[config.mk]
export PLATFORM = sky130hd
export DESIGN_NAME = pc_seq_monitor
export DESIGN_NICKNAME = d
export VERILOG_FILES = /design/src/rtl/pc_seq_monitor.sv
export SDC_FILE = /design/constraint.sdc
export NUM_CORES = 1
export LEC_CHECK = 0
export CAP_MARGIN = 0
export CORE_MARGIN = 2
export CORE_UTILIZATION = 25
export DETAILED_ROUTE_END_ITERATION = 10
export PLACE_DENSITY = 0.47
export SLEW_MARGIN = 20
export SYNTH_ARGS = -nofsm -noshare
export SYNTH_HDL_FRONTEND = slang
export SYNTH_SLANG_ARGS = --single-unit
[constraint.sdc]
create_clock -name clk -period 1.5 [get_ports clk]
set_input_delay 0.45 -clock clk [delete_from_list [all_inputs] [get_ports clk]]
set_output_delay 0.45 -clock clk [all_outputs]
set_load 0.005 [all_outputs]
[src/rtl/pc_seq_monitor.sv]
// pc_seq_monitor: receive-side checker for the pc counter.
// Samples cnt_q/cnt_qn on each cnt_vld strobe and locks onto the count.
// Reports complement and sequence errors, and keeps saturating error and
// wrap statistics.
// Optional feature macro: PC_SEQ_MON_DOWN_EN adds the cnt_dn input for
// down-count checking. Without it, only up-counting is checked.
module pc_seq_monitor #(
   parameter int unsigned W           = 2,
   parameter int unsigned ERR_CNT_W   = 8,
   parameter bit          STOP_ON_ERR = 1'b0
) (
   input  logic                 clk,
   input  logic                 rst,
   input  logic                 cnt_vld,
   input  logic [W-1:0]         cnt_q,
   input  logic [W-1:0]         cnt_qn,
`ifdef PC_SEQ_MON_DOWN_EN
   input  logic                 cnt_dn,
`endif
   input  logic                 clr,
   output logic                 locked,
   output logic [W-1:0]         exp_q,
   output logic                 err_compl,
   output logic                 err_seq,
   output logic                 err_sticky,
   output logic [ERR_CNT_W-1:0] err_cnt,
   output logic [ERR_CNT_W-1:0] wrap_cnt
);

   localparam logic [1:0] ST_IDLE  = 2'd0;
   localparam logic [1:0] ST_TRACK = 2'd1;
   localparam logic [1:0] ST_HALT  = 2'd2;

   localparam logic [W-1:0]         CNT_ONE  = W'(1);
   localparam logic [W-1:0]         CNT_ZERO = '0;
   localparam logic [W-1:0]         CNT_ONES = '1;
   localparam logic [ERR_CNT_W-1:0] STAT_ONE = ERR_CNT_W'(1);
   localparam logic [ERR_CNT_W-1:0] STAT_MAX = '1;

   logic [1:0]           state_q, state_d;
   logic                 locked_q, locked_d;
   logic [W-1:0]         exp_cnt_q, exp_cnt_d;
   logic                 compl_q, compl_d;
   logic                 seq_q, seq_d;
   logic                 sticky_q, sticky_d;
   logic [ERR_CNT_W-1:0] errc_q, errc_d;
   logic [ERR_CNT_W-1:0] wrap_q, wrap_d;

   logic                 dn;
   logic                 compl_ok;
   logic                 seq_bad;
   logic                 wrap_hit;
   logic [W-1:0]         nxt_exp;

`ifdef PC_SEQ_MON_DOWN_EN
   assign dn = cnt_dn;
`else
   assign dn = 1'b0;
`endif

   // Per-sample checks: complement match, sequence match, and next prediction.
   always_comb begin
      compl_ok = (cnt_qn == ~cnt_q);
      seq_bad  = (cnt_q != exp_cnt_q);
      nxt_exp  = dn ? (cnt_q - CNT_ONE) : (cnt_q + CNT_ONE);
      wrap_hit = (cnt_q == (dn ? CNT_ZERO : CNT_ONES));
   end

   // FSM and statistics next-state. Error pulses default low every cycle.
   always_comb begin
      state_d   = state_q;
      exp_cnt_d = exp_cnt_q;
      compl_d   = 1'b0;
      seq_d     = 1'b0;
      sticky_d  = sticky_q;
      errc_d    = errc_q;
      wrap_d    = wrap_q;
      if (cnt_vld) begin
         case (state_q)
            ST_IDLE: begin
               if (compl_ok) begin
                  exp_cnt_d = nxt_exp;
                  state_d   = ST_TRACK;
               end else begin
                  compl_d  = 1'b1;
                  sticky_d = 1'b1;
                  errc_d   = (errc_q == STAT_MAX) ? errc_q : errc_q + STAT_ONE;
               end
            end
            ST_TRACK: begin
               compl_d = ~compl_ok;
               seq_d   = seq_bad;
               // A sequence error either halts or resyncs. A complement error
               // alone still advances the prediction from the sampled value.
               if (seq_bad && STOP_ON_ERR) begin
                  state_d = ST_HALT;
               end else begin
                  exp_cnt_d = nxt_exp;
               end
               if (!compl_ok || seq_bad) begin
                  sticky_d = 1'b1;
                  errc_d   = (errc_q == STAT_MAX) ? errc_q : errc_q + STAT_ONE;
               end else if (wrap_hit) begin
                  wrap_d = (wrap_q == STAT_MAX) ? wrap_q : wrap_q + STAT_ONE;
               end
            end
            ST_HALT: begin
               state_d = ST_HALT;
            end
            default: begin
               state_d = ST_IDLE;
            end
         endcase
      end
      locked_d = (state_d == ST_TRACK);
   end

   // State registers. Reset takes priority over clear, and clear over a sample.
   always_ff @(posedge clk) begin
      if (rst || clr) begin
         state_q   <= ST_IDLE;
         locked_q  <= 1'b0;
         exp_cnt_q <= '0;
         compl_q   <= 1'b0;
         seq_q     <= 1'b0;
         sticky_q  <= 1'b0;
         errc_q    <= '0;
         wrap_q    <= '0;
      end else begin
         state_q   <= state_d;
         locked_q  <= locked_d;
         exp_cnt_q <= exp_cnt_d;
         compl_q   <= compl_d;
         seq_q     <= seq_d;
         sticky_q  <= sticky_d;
         errc_q    <= errc_d;
         wrap_q    <= wrap_d;
      end
   end

   assign locked     = locked_q;
   assign exp_q      = exp_cnt_q;
   assign err_compl  = compl_q;
   assign err_seq    = seq_q;
   assign err_sticky = sticky_q;
   assign err_cnt    = errc_q;
   assign wrap_cnt   = wrap_q;

endmodule

== Word-level counts from Yosys, hierarchy flattened ==
Index checks and enable logic that the tools add are counted.

* Add/sub/neg operators: 3
* Equal/unequal tests: 11
* Multiplexer cells: 14
* Bitwise gates (word level): 6
* Reductions and logical operators: 10

{| class="wikitable"
|+ Operator list
! operator !! number
|-
| $mux 8 || 3
|-
| $add 8x1->8 const B || 2
|-
| $eq 8x8->1 const B || 2
|-
| $pmux 8 s2 || 1
|-
| $mux 2 || 3
|-
| $ne 2x2->1 const B || 3
|-
| $pmux 2 s3 || 1
|-
| $not 1->1 || 5
|-
| $reduce_and 5->1 || 1
|-
| $eq 2x1->1 const B || 2
|-
| $eq 2x2->1 const B || 2
|-
| $pmux 1 s2 || 2
|-
| $pmux 2 s2 || 1
|-
| $reduce_and 4->1 || 1
|-
| $mux 1 || 3
|-
| $reduce_and 3->1 || 1
|-
| $reduce_or 3->1 || 1
|-
| $add 2x1->2 const B || 1
|-
| $eq 2x2->1 || 1
|-
| $logic_not 2->1 || 1
|-
| $logic_or 1x1->1 || 2
|-
| $ne 2x2->1 || 1
|-
| $not 2->2 || 1
|-
| $reduce_bool 2->1 || 1
|-
| 2 further kinds || 2
|}

* Register bits: 24
* Input port bits: 8
* Output and inout port bits: 22
* Word-level logic and storage cells: 52

== Longest topological paths before layout ==
* Depth after elaboration: 6
* Gate-level depth with buffers: 6
* Depth with buffers taken out: 6

== Least setup slack after synthesis ==
OpenSTA, ideal clock, no wires.

* Kind: input -> register
* Start point: in cnt_q[1]
* End point: reg wrap_q[5], in the netlist wrap_cnt[5]
* Library setup time: 116 ps
* Arrival: 1428 ps
* Required time: 1384 ps
* Setup slack: -44 ps
* Stages on the path: 5
* Buffers on the path: 0
* Cells stage by stage: nor3b_1 > o22ai_1 > nor3_4 > a31oi_1 > a41o_1

* Cells in the longest elaborated chain, start to end: 6
* Elaborated cells on any way between the ends: 8
* Classes of those cells: 3 x eq/ne; 2 x bitwise; 3 x reduce/logical

{| class="wikitable"
|+ RTL lines
! what !! line !! source
|-
| from (decl) || 15 || <nowiki>input logic [W-1:0] cnt_q,</nowiki>
|-
| $not 2->2 || 63 || <nowiki>compl_ok = (cnt_qn == ~cnt_q);</nowiki>
|-
| $eq 2x2->1 || 63 ||
|-
| $logic_not 1->1 || 100 || <nowiki>if (!compl_ok || seq_bad) begin</nowiki>
|-
| $logic_or 1x1->1 || 100 ||
|-
| $not 1->1 (no line) || -- ||
|-
| $reduce_and 5->1 (no line) (*) || -- ||
|-
| to (signal assigned) || 137 || <nowiki>wrap_q <= wrap_d;</nowiki>
|-
| to (decl) || 47 || <nowiki>logic [ERR_CNT_W-1:0] wrap_q, wrap_d;</nowiki>
|}

Mark *: on every way between the ends. The rest lies on a longest branch, timed or not.
A chain may end at the register's enable or synchronous reset.

== Worst setup path after layout ==
* Start point: reg state_q[1]
* End point: reg wrap_q[7], in the netlist wrap_cnt[7]

* Cells in the longest elaborated chain, start to end: 2

{| class="wikitable"
|+ RTL lines
! what !! line !! source
|-
| from (decl) || 40 || <nowiki>logic [1:0] state_q, state_d;</nowiki>
|-
| from (signal assigned) || 130 || <nowiki>state_q <= state_d;</nowiki>
|-
| $eq 2x1->1 || 79 || <nowiki>case (state_q)</nowiki>
|-
| $reduce_and 5->1 (no line) || -- ||
|}

No other way between the ends.

==> results.yml <==
yosys:
  synth_area_per_cell_um2: 9.007
  synth.most_common_cell: "dfxtp_1"
  synthTopCellsByCount: "24 x dfxtp_1, 14 x nor2_1, 11 x nand2_1"
  syn_nets: 142
  synthTopCellsByArea: "dfxtp_1 41%, xnor2_1 5.9%, nor2_1 4.5%, nand2_1 3.5%, ha_1 3.2%"
  synth_top_area_share_pct: 40.72
  async_flop_share_pct: 0
  ys_warn_count: 0
  synth_top_cell_by_area: "dfxtp_1"
  netlist_instances: 131
  synth_cell_types: 42
  syn-cell-area_um2: 1180
  synth-seq-area-share_pct: 40.72
  synth_ff_type: "dfxtp_1"
  ys_seq_elements: 24
  synth-edff-count: 0
layout:
  final_cells: 260
  drive_gt1_share_pct: 46.15
  nets: 220
  syn2layout_area_growth_pct: 76.35
  antenna_cells: 0
power:
  powerDensity_nw_per_um2: 688.8
  p_leak_nw: 0.9662
  vdd_drop_max_mv: 0.4786
  power_mw: 1.433
global_route:
  grt_use_met2_pct: 24.65
  grt_overflow: 0
  grt_use_total_pct: 14.02
  grt_pass1_wl_mm: 5.865
  antenna_found_initial: 0
  grt_pass1_vias: 1276
  grt_util_met1_pct: 17.51
  grtUsageMet3_pct: 3.039
  grt_max_degree: 15
  top_usage_layer: "met2"
floorplanning:
  pin_count: 30
  row_count: 24
  core_um2: 4444
  die_y_um: 72.70
  die_x_um: 72.70
  start_util_pct: 26.55
  fp.dieArea_um2: 5285
clock_network:
  cts_tree: "yes"
  cts.sinks: 24
  clock_latency_ps: 270
  clkTransAtPathRegs_ps: 100
  numCtsBuffers: 3
  cts_hold_buf: 0
  clk_path_buf_depth: 2
  cts-root-buf: "clkbuf_8"
  htreeDepth: 1
placed_design:
  dp_hpwl_mm: 2.432
  portBuffers: 29
  dp.cells: 239
  place_ws_ps: -793.5
  place.gp.congestion: 0.7472
sta:
  max-slew-margin-rel_pct: 77.95
  min_period_ps: 1512
  setup-tns-final_ps: -11.69
  setup_slack_ps: -11.69
  setup_viol: 1
  fin_hold_ws_ps: 468.9
  fin_skew_ps: 10.43
  drv_slew: 0
  worstMarginPinSlew_ps: 330.8
  final_hold_viol_count: 0
  period_share_pct: 100.8
  fmaxAchievable_mhz: 661.5
  rsz0062_at_grt: "yes"
worst_setup_path:
  cp.arrival_ps: 1670
  cp_slowest_cell: "dfxtp_2"
  timing.critical_path.buf_inv: 0
  cp_num_cells: 5
  critPathTopFamily: "simple AND/OR/NAND/NOR gates"
  start_kind: "flop"
  slowest_delay_ps: 350
  r2r_cells: 5
  worstSetupPathType: "flop to flop"
  end_kind: "flop"
  crit_required_ps: 1660
  cp_cell_sequence: "and4b_1, nand4_1, nor3_4, a31oi_1, a41o_1"
  cp_max_fo: 6
routing:
  drc: 0
  drtAntennaViolNets: 0
  finalWirelength_mm: 3.590
  dr.pass1.iters: 4
  vias: 1267
  wl_per_cell_um: 13.81
  drtIter0Drc: 61
  vias_per_cell: 4.873
hold_path:
  hold_path.class: "flop to flop"
  hold_path_depth: 2
flow_run:
  max_cap_violations: 0
run_status:
  violations: "setup timing"
  status: "complete, but fails checks"
-- sequential cells by signal, summed over array words and instances (netlist names) --
signal,count
err_compl,1
err_seq,1
locked,1
exp_q,2
wrap_cnt,8
err_cnt,8
err_sticky,1
state_q,2
-- cell type report --
type                            count  area (um2)
Multi-Input combinational cell    101       795.8
Tap cell                           52       65.06
Timing Repair Buffer               75       620.6
Fill cell                         451        2364
Clock inverter                      1       30.03
Clock buffer                        3       41.29
Sequential cell                    24       513.0
Inverter                            4       15.01
-- repair_timing --
item,CTS,global route
resized for setup,68,18
pin swaps,9,9
setup buffers,15,2
setup endpoints to repair,44,17
-- power by group --
group / leakage, nW / total [mW] / switching (mW) / internal [mW]
Sequential: 0.205 / 0.644 / 0.00448 / 0.640
Clock: 0.0357 / 0.580 / 0.223 / 0.357
Combinational: 0.726 / 0.208 / 0.0974 / 0.111
-- metal layers --
metal | routed length, um | part of all wire (%)
met1 | 1688 | 47
met2 | 1773 | 49
met3 | 114 | 3.2
met4 | 14 | 0.39
met5 | 0 | 0
-- worst paths after layout --
kind,start,end,slack (ps)
max,state_q[1],wrap_cnt[7],-10
min,err_sticky,err_sticky,470
max reg2reg,state_q[1],wrap_cnt[7],-10
min reg2reg,err_sticky,err_sticky,470
-- kinds of logic after synthesis --
group	synth area share, %
AND/OR/NAND/NOR	27.15
AO/OA/AOI/OAI	17.92
flip-flops	40.72
XOR/XNOR	7.424
buffers and inverters	1.909
adder cells (fa/ha/maj)	3.182
multiplexers	1.697
-- worst reg2reg max path, delay by kind of cell (launching register included) --
family / cells / cell delay (ps)
AO/OA/AOI/OAI: 2 / 350
AND/OR/NAND/NOR: 3 / 700
flip-flops: 1 / 350
-- cells in the final DEF, fill, tap and decap left out, types with 3 or more instances in the layout --
| cell type | synthesis | layout |
|---|---|---|
| dfxtp_4 | 0 | 3 |
| and3_1 | 4 | 4 |
| inv_1 | 4 | 4 |
| clkbuf_8 | 0 | 3 |
| nand3_1 | 5 | 5 |
| nor2_1 | 14 | 14 |
| xnor2_1 | 8 | 6 |
| nand4_1 | 4 | 4 |
| a21oi_1 | 5 | 5 |
| buf_6 | 0 | 6 |
| dfxtp_2 | 0 | 17 |
| dfxtp_1 | 24 | 4 |
| a211oi_1 | 3 | 3 |
| nand2_1 | 11 | 11 |
| nor3_1 | 6 | 5 |
| buf_4 | 0 | 42 |
| dlygate4sd2_1 | 0 | 22 |
-- stage by stage --
step	area, um2	utilization, %
final	2081	46.82
after global routing	2081	46.82
after CTS	1993	44.85
after detailed placement	1768	39.78
after global placement	1768	39.78
after floorplan	1202	-
(Power assumes the default switching activity.)
